## src/rtl/button_input_pkg.sv

```systemverilog
// Shared encoder state encodings, debounce defaults and button-vector helpers
// for the colour/start button front end.
package button_input_pkg;

  typedef enum logic [1:0] {
    ENC_IDLE = 2'd0,
    ENC_HELD = 2'd1,
    ENC_WAIT = 2'd2
  } enc_state_e;

  localparam int DEBOUNCE_10MS = 250000;
  localparam int DB_W_DEFAULT  = 18;
  localparam int NUM_BTN       = 4;

  function automatic logic [2:0] btn_count(input logic [NUM_BTN-1:0] b);
    logic [2:0] n;
    n = '0;
    for (int i = 0; i < NUM_BTN; i++) n = n + {2'b00, b[i]};
    return n;
  endfunction

  // Only meaningful when exactly one bit is set.
  function automatic logic [1:0] btn_index(input logic [NUM_BTN-1:0] b);
    logic [1:0] idx;
    idx = '0;
    for (int i = 0; i < NUM_BTN; i++) if (b[i]) idx = 2'(i);
    return idx;
  endfunction

endpackage

```

## src/rtl/button_input_debounce.sv

```systemverilog
// 2-flop synchroniser plus stable-level debouncer for one raw pad input.
// Level changes DEBOUNCE_CYCLES+2 edges after the raw change; no backpressure.
module button_input_debounce #(
  parameter int DEBOUNCE_CYCLES = 250000,
  parameter int DB_W            = 18
) (
  input  logic CLK,
  input  logic RST_N,
  input  logic raw_in,
  output logic db_out
);

  localparam logic [DB_W-1:0] CNT_LAST = DB_W'(DEBOUNCE_CYCLES - 1);

  logic            sync1_q, sync1_d;
  logic            sync2_q, sync2_d;
  logic            db_q, db_d;
  logic [DB_W-1:0] cnt_q, cnt_d;

  // Any sample that agrees with the stable level restarts the count.
  always_comb begin
    sync1_d = raw_in;
    sync2_d = sync1_q;
    db_d    = db_q;
    cnt_d   = '0;
    if (sync2_q != db_q) begin
      if (cnt_q == CNT_LAST) db_d = ~db_q;
      else                   cnt_d = cnt_q + DB_W'(1);
    end
  end

  always_ff @(posedge CLK or negedge RST_N) begin
    if (!RST_N) begin
      sync1_q <= 1'b0;
      sync2_q <= 1'b0;
      db_q    <= 1'b0;
      cnt_q   <= '0;
    end else begin
      sync1_q <= sync1_d;
      sync2_q <= sync2_d;
      db_q    <= db_d;
      cnt_q   <= cnt_d;
    end
  end

  assign db_out = db_q;

endmodule

```

## src/rtl/button_input.sv

```systemverilog
// Debounces colour/start buttons and encodes a single colour press into IN/IN_VALID;
// chords are rejected with a MULTI pulse. DEBOUNCE_CYCLES+3 edges latency; no backpressure.
module button_input
  import button_input_pkg::*;
#(
  parameter int DEBOUNCE_CYCLES = DEBOUNCE_10MS,
  parameter int DB_W            = DB_W_DEFAULT
) (
  input  logic               CLK,
  input  logic               RST_N,
  input  logic [NUM_BTN-1:0] BTN,
  input  logic               START_BTN,
  output logic [1:0]         IN,
  output logic               IN_VALID,
  output logic               START_GAME,
  output logic               MULTI
);

  logic [NUM_BTN-1:0] db;
  logic               db_start;

  for (genvar g = 0; g < NUM_BTN; g++) begin : g_btn
    button_input_debounce #(
      .DEBOUNCE_CYCLES (DEBOUNCE_CYCLES),
      .DB_W            (DB_W)
    ) u_db (
      .CLK    (CLK),
      .RST_N  (RST_N),
      .raw_in (BTN[g]),
      .db_out (db[g])
    );
  end

  button_input_debounce #(
    .DEBOUNCE_CYCLES (DEBOUNCE_CYCLES),
    .DB_W            (DB_W)
  ) u_db_start (
    .CLK    (CLK),
    .RST_N  (RST_N),
    .raw_in (START_BTN),
    .db_out (db_start)
  );

  enc_state_e state_q, state_d;
  logic [1:0] in_q, in_d;
  logic       in_vld_q, in_vld_d;
  logic       multi_q, multi_d;
  logic       start_q, start_d;

  always_comb begin
    state_d  = state_q;
    in_d     = in_q;
    in_vld_d = in_vld_q;
    multi_d  = 1'b0;
    start_d  = db_start;
    case (state_q)
      ENC_IDLE: begin
        if (btn_count(db) == 3'd1) begin
          in_d     = btn_index(db);
          in_vld_d = 1'b1;
          state_d  = ENC_HELD;
        end else if (db != '0) begin
          multi_d = 1'b1;
          state_d = ENC_WAIT;
        end
      end
      // Extra buttons pressed while held are ignored; only the latched one matters.
      ENC_HELD: begin
        if (!db[in_q]) begin
          in_vld_d = 1'b0;
          state_d  = (db == '0) ? ENC_IDLE : ENC_WAIT;
        end
      end
      ENC_WAIT: begin
        if (db == '0) state_d = ENC_IDLE;
      end
      default: state_d = ENC_IDLE;
    endcase
  end

  always_ff @(posedge CLK or negedge RST_N) begin
    if (!RST_N) begin
      state_q  <= ENC_IDLE;
      in_q     <= '0;
      in_vld_q <= 1'b0;
      multi_q  <= 1'b0;
      start_q  <= 1'b0;
    end else begin
      state_q  <= state_d;
      in_q     <= in_d;
      in_vld_q <= in_vld_d;
      multi_q  <= multi_d;
      start_q  <= start_d;
    end
  end

  assign IN         = in_q;
  assign IN_VALID   = in_vld_q;
  assign MULTI      = multi_q;
  assign START_GAME = start_q;

endmodule
```

## config.mk

```make
export PLATFORM = sky130hd
export DESIGN_NAME = button_input
export DESIGN_NICKNAME = d
export VERILOG_FILES = /design/src/rtl/button_input_pkg.sv /design/src/rtl/button_input_debounce.sv /design/src/rtl/button_input.sv
export SDC_FILE = /design/constraint.sdc
export NUM_CORES = 1
export LEC_CHECK = 0
export CORE_MARGIN = 2
export CORE_UTILIZATION = 62
export CTS_CLUSTER_SIZE = 14
export DETAILED_ROUTE_END_ITERATION = 7
export PLACE_DENSITY = 0.77
export SYNTH_ARGS = -nofsm -noshare
export SYNTH_HDL_FRONTEND = slang
export SYNTH_SLANG_ARGS = --single-unit
```

## constraint.sdc

```tcl
create_clock -name CLK -period 3.6 [get_ports CLK]
set_input_delay 0.36 -clock CLK [delete_from_list [all_inputs] [get_ports CLK]]
set_output_delay 0.36 -clock CLK [all_outputs]
set_load 0.01 [all_outputs]
```

==> results.yml <==
clocking:
  cts_buffers: 9
  clock-sinks: 112
  insertion_delay_ns: 0.37
  cts_resized: 0
  clk_pin_slew_ns: 0.10
  holdBufCountCts: 0
  clockRootBuffer: "clkbuf_8"
  cts_tree: "yes"
  clockBufferDepth: 2
  post_cts_buffers: 0
  htree_levels: 3
timing:
  drv_slew: 0
  maxSlewHeadroom: 0.388
  fin_hold_ws_ns: 0.00200
  rsz0062_at_grt: "no"
  setup_viol: 0
  hold_viol: 0
  fmax_mhz: 340
  worst_slew_pin_slew_ns: 0.916
  final.setup_skew_ns: 0.00847
  postLayoutSetupSlackWorst_ns: 0.662
  setup_tns_ns: 0
  period_share: 0.816
  min_period_ns: 2.94
global_routing:
  grt_first_pass_wirelength_um: 17400
  grt_max_degree: 52
  antenna_found_initial: 0
  grtUsageTotal: 0.222
  overflow: 0
  grt_pass1_vias: 3841
power:
  cellPowerDensity_nw_per_um2: 377
  ir_drop_mv: 0.227
  p_leak_nw: 2.43
setup_path:
  criticalPathCategory: "reg -> reg"
  reg2reg_depth: 8
  reg2reg_slack_ns: 0.66
  required_ns: 3.86
  critPathSlowestCell: "fa_1"
  cp-start-kind: "register"
  regToRegStartpoint: "g_btn[0].u_db.db_out$_DFFE_PN0P_"
  cp.arrival_ns: 3.20
  cp_num_buf_inv: 2
  worst_setup_path_end_kind: "register"
  cp_cell_sequence: "inv_1 > fa_1 > inv_1 > ha_1 > ha_1 > or3b_2 > nor3_1 > mux2_2"
  critPathTopFamily: "adder cells"
  max_stage_delay_ns: 0.53
  r2r-end: "IN[0]$_DFFE_PN0P_"
  worstPathMaxFanout: 5
cells_and_area:
  antenna_cells: 0
  regArea_um2: 2800
  fillCellCount: 670
  layout-drive-gt1-share: 0.0734
  multiInputGateArea_um2: 2400
  fin_nets: 556
  final_area_um2: 5780
  syn_to_final_growth_pct: 8.26
run:
  maxCapViolations: 0
logic_synthesis:
  syn_avg_cell_area_um2: 10.2
  ys_ff_latch: 112
  netlist_area_um2: 5340
  synth_edf_count: 0
  async_reset_ff_frac: 1.00
  synth_nets: 539
  yosys.area.top_type_share: 0.525
  synth_top_area_cell: "dfrtp_1"
  yosys-top-cells-area: "dfrtp_1, nor2_1, xnor2_1"
  yosysWarnings: 0
  ys_seq_area_frac: 0.525
  synth.distinct_cells: 44
  synthFlopType: "dfrtp_1"
  syn_inst: 523
placed_design:
  postPlaceCellArea_um2: 5560
  place.gp.congestion: 0.819
  hpwlAfterDp_um: 6520
  port-buffer-count: 11
  place_ws_ns: 0.644
die:
  ios: 12
  rows: 33
  start_util: 0.643
  dieArea_um2: 9360
  core_area_um2: 8300
  die_h_um: 96.8
  die_x_um: 96.8
drt:
  detail-route-antenna-nets: 0
  routed_wl_um: 9510
  viasPerCell: 5.92
  drtPass1Iterations: 4
  wl_per_cell_um: 14.6
  dr.first_iter.drc_count: 163
  route.detailed.drc: 0
  dr_total_vias: 3851
hold_path:
  hold_class: "in -> async"
run_status:
  status: "complete, no violations"
[how the worst max path moves through the flow]
stage,slack (ns),cells after the start,from,end
final,0.66,8,g_btn[0].u_db.db_out$_DFFE_PN0P_,IN[0]$_DFFE_PN0P_
after global routing,0.48,8,g_btn[0].u_db.db_out$_DFFE_PN0P_,IN[0]$_DFFE_PN0P_
after CTS,0.64,8,g_btn[0].u_db.db_out$_DFFE_PN0P_,IN[0]$_DFFE_PN0P_
after detailed placement,0.64,8,g_btn[0].u_db.db_out$_DFFE_PN0P_,IN[0]$_DFFE_PN0P_
after global placement,0.75,8,g_btn[0].u_db.db_out$_DFFE_PN0P_,IN[0]$_DFFE_PN0P_
after floorplan,0.86,8,g_btn[0].u_db.db_out$_DFFE_PN0P_,IN[0]$_DFFE_PN0P_
[placed cells by master (no fill, tap or decap), types with 3 or more instances in the layout]
cell type,instances
buf_4,5
inv_1,23
mux2_2,6
and3_1,6
nor3_1,9
or4_1,12
o21ai_0,12
ha_1,8
o31ai_1,9
clkdlybuf4s50_1,10
nand2_1,28
nor2_1,83
a21oi_1,26
clkbuf_8,9
dfrtp_1,112
or3_1,10
and2_1,4
xor2_1,31
nand3_1,30
clkinv_2,3
xnor2_1,31
a31o_2,3
and4_1,10
nor4_1,13
nand4_1,25
[final cells by class]
class	count	area share
clock buffers	9	0.0214
inverters	23	0.0149
multi-input cells	379	0.416
well taps	105	0.0227
clock inverters	7	0.0160
repair buffers	15	0.0238
flip-flops and latches	112	0.485
[registers in the layout, indices dropped and copies added, names as in the netlist, 2 cells and up]
name and flops:
IN 2, g_btn.u_db.cnt_q 72, g_btn.u_db.db_out 4, g_btn.u_db.sync1_q 4
g_btn.u_db.sync2_q 4, state_q 2, u_db_start.cnt_q 18
[report_power, final]
part	leakage (nW)	switching, W	internal, W	total [W]
Combinational	0.782	0.0000545	0.0000254	0.0000800
Sequential	1.53	0.0000170	0.00128	0.00129
Clock	0.114	0.000413	0.000393	0.000806
Total	2.43	0.000484	0.00170	0.00218
[cells by family (layout without fill, tap and decap cells)]
| family | after synthesis | after routing | share of synthesized area |
|---|---|---|---|
| xor+xnor | 62 | 62 | 0.102 |
| fa+ha+maj | 9 | 9 | 0.0225 |
| buf+inv | 32 | 54 | 0.0246 |
| compound gates | 56 | 56 | 0.0687 |
| mux | 7 | 7 | 0.0169 |
| simple gates | 245 | 245 | 0.240 |
| flops | 112 | 112 | 0.525 |
[synthesized netlist by cell type (2+ instances only)]
master    number
buf_2          3
nor3_1         9
nor2_1        83
o31ai_1        9
mux2_2         6
a31o_2         3
and4_1        10
ha_1           8
or3_1         10
o21ai_0       12
nor2b_1        2
nand4_1       25
and3_1         6
inv_1         23
clkbuf_1       5
nand2_1       28
xnor2_1       31
or4_1         12
a21oi_1       26
xor2_1        31
and2_1         4
nor4_1        13
nand4b_1       2
or3b_2         2
dfrtp_1      112
nand3_1       30
[per-layer routing]
layer  routed length (um)  global-route usage  vias to the layer above
li1                     -                   -                     1878
met1                 4450               0.309                     1908
met2                 4640               0.354                       57
met3                  303              0.0455                        8
met4                  112              0.0715                        0
met5                    0                   0                        -
[metrics by stage]
step | total power, W | cells | util
finish | 0.00218 | 650 | 0.696
global route | 0.00228 | 650 | 0.696
CTS | 0.00221 | 650 | 0.696
detailed placement | 0.00140 | 634 | 0.670
global placement | 0.00140 | 634 | 0.670
floorplan | 0.00136 | 523 | -
(Power assumes the default switching activity.)
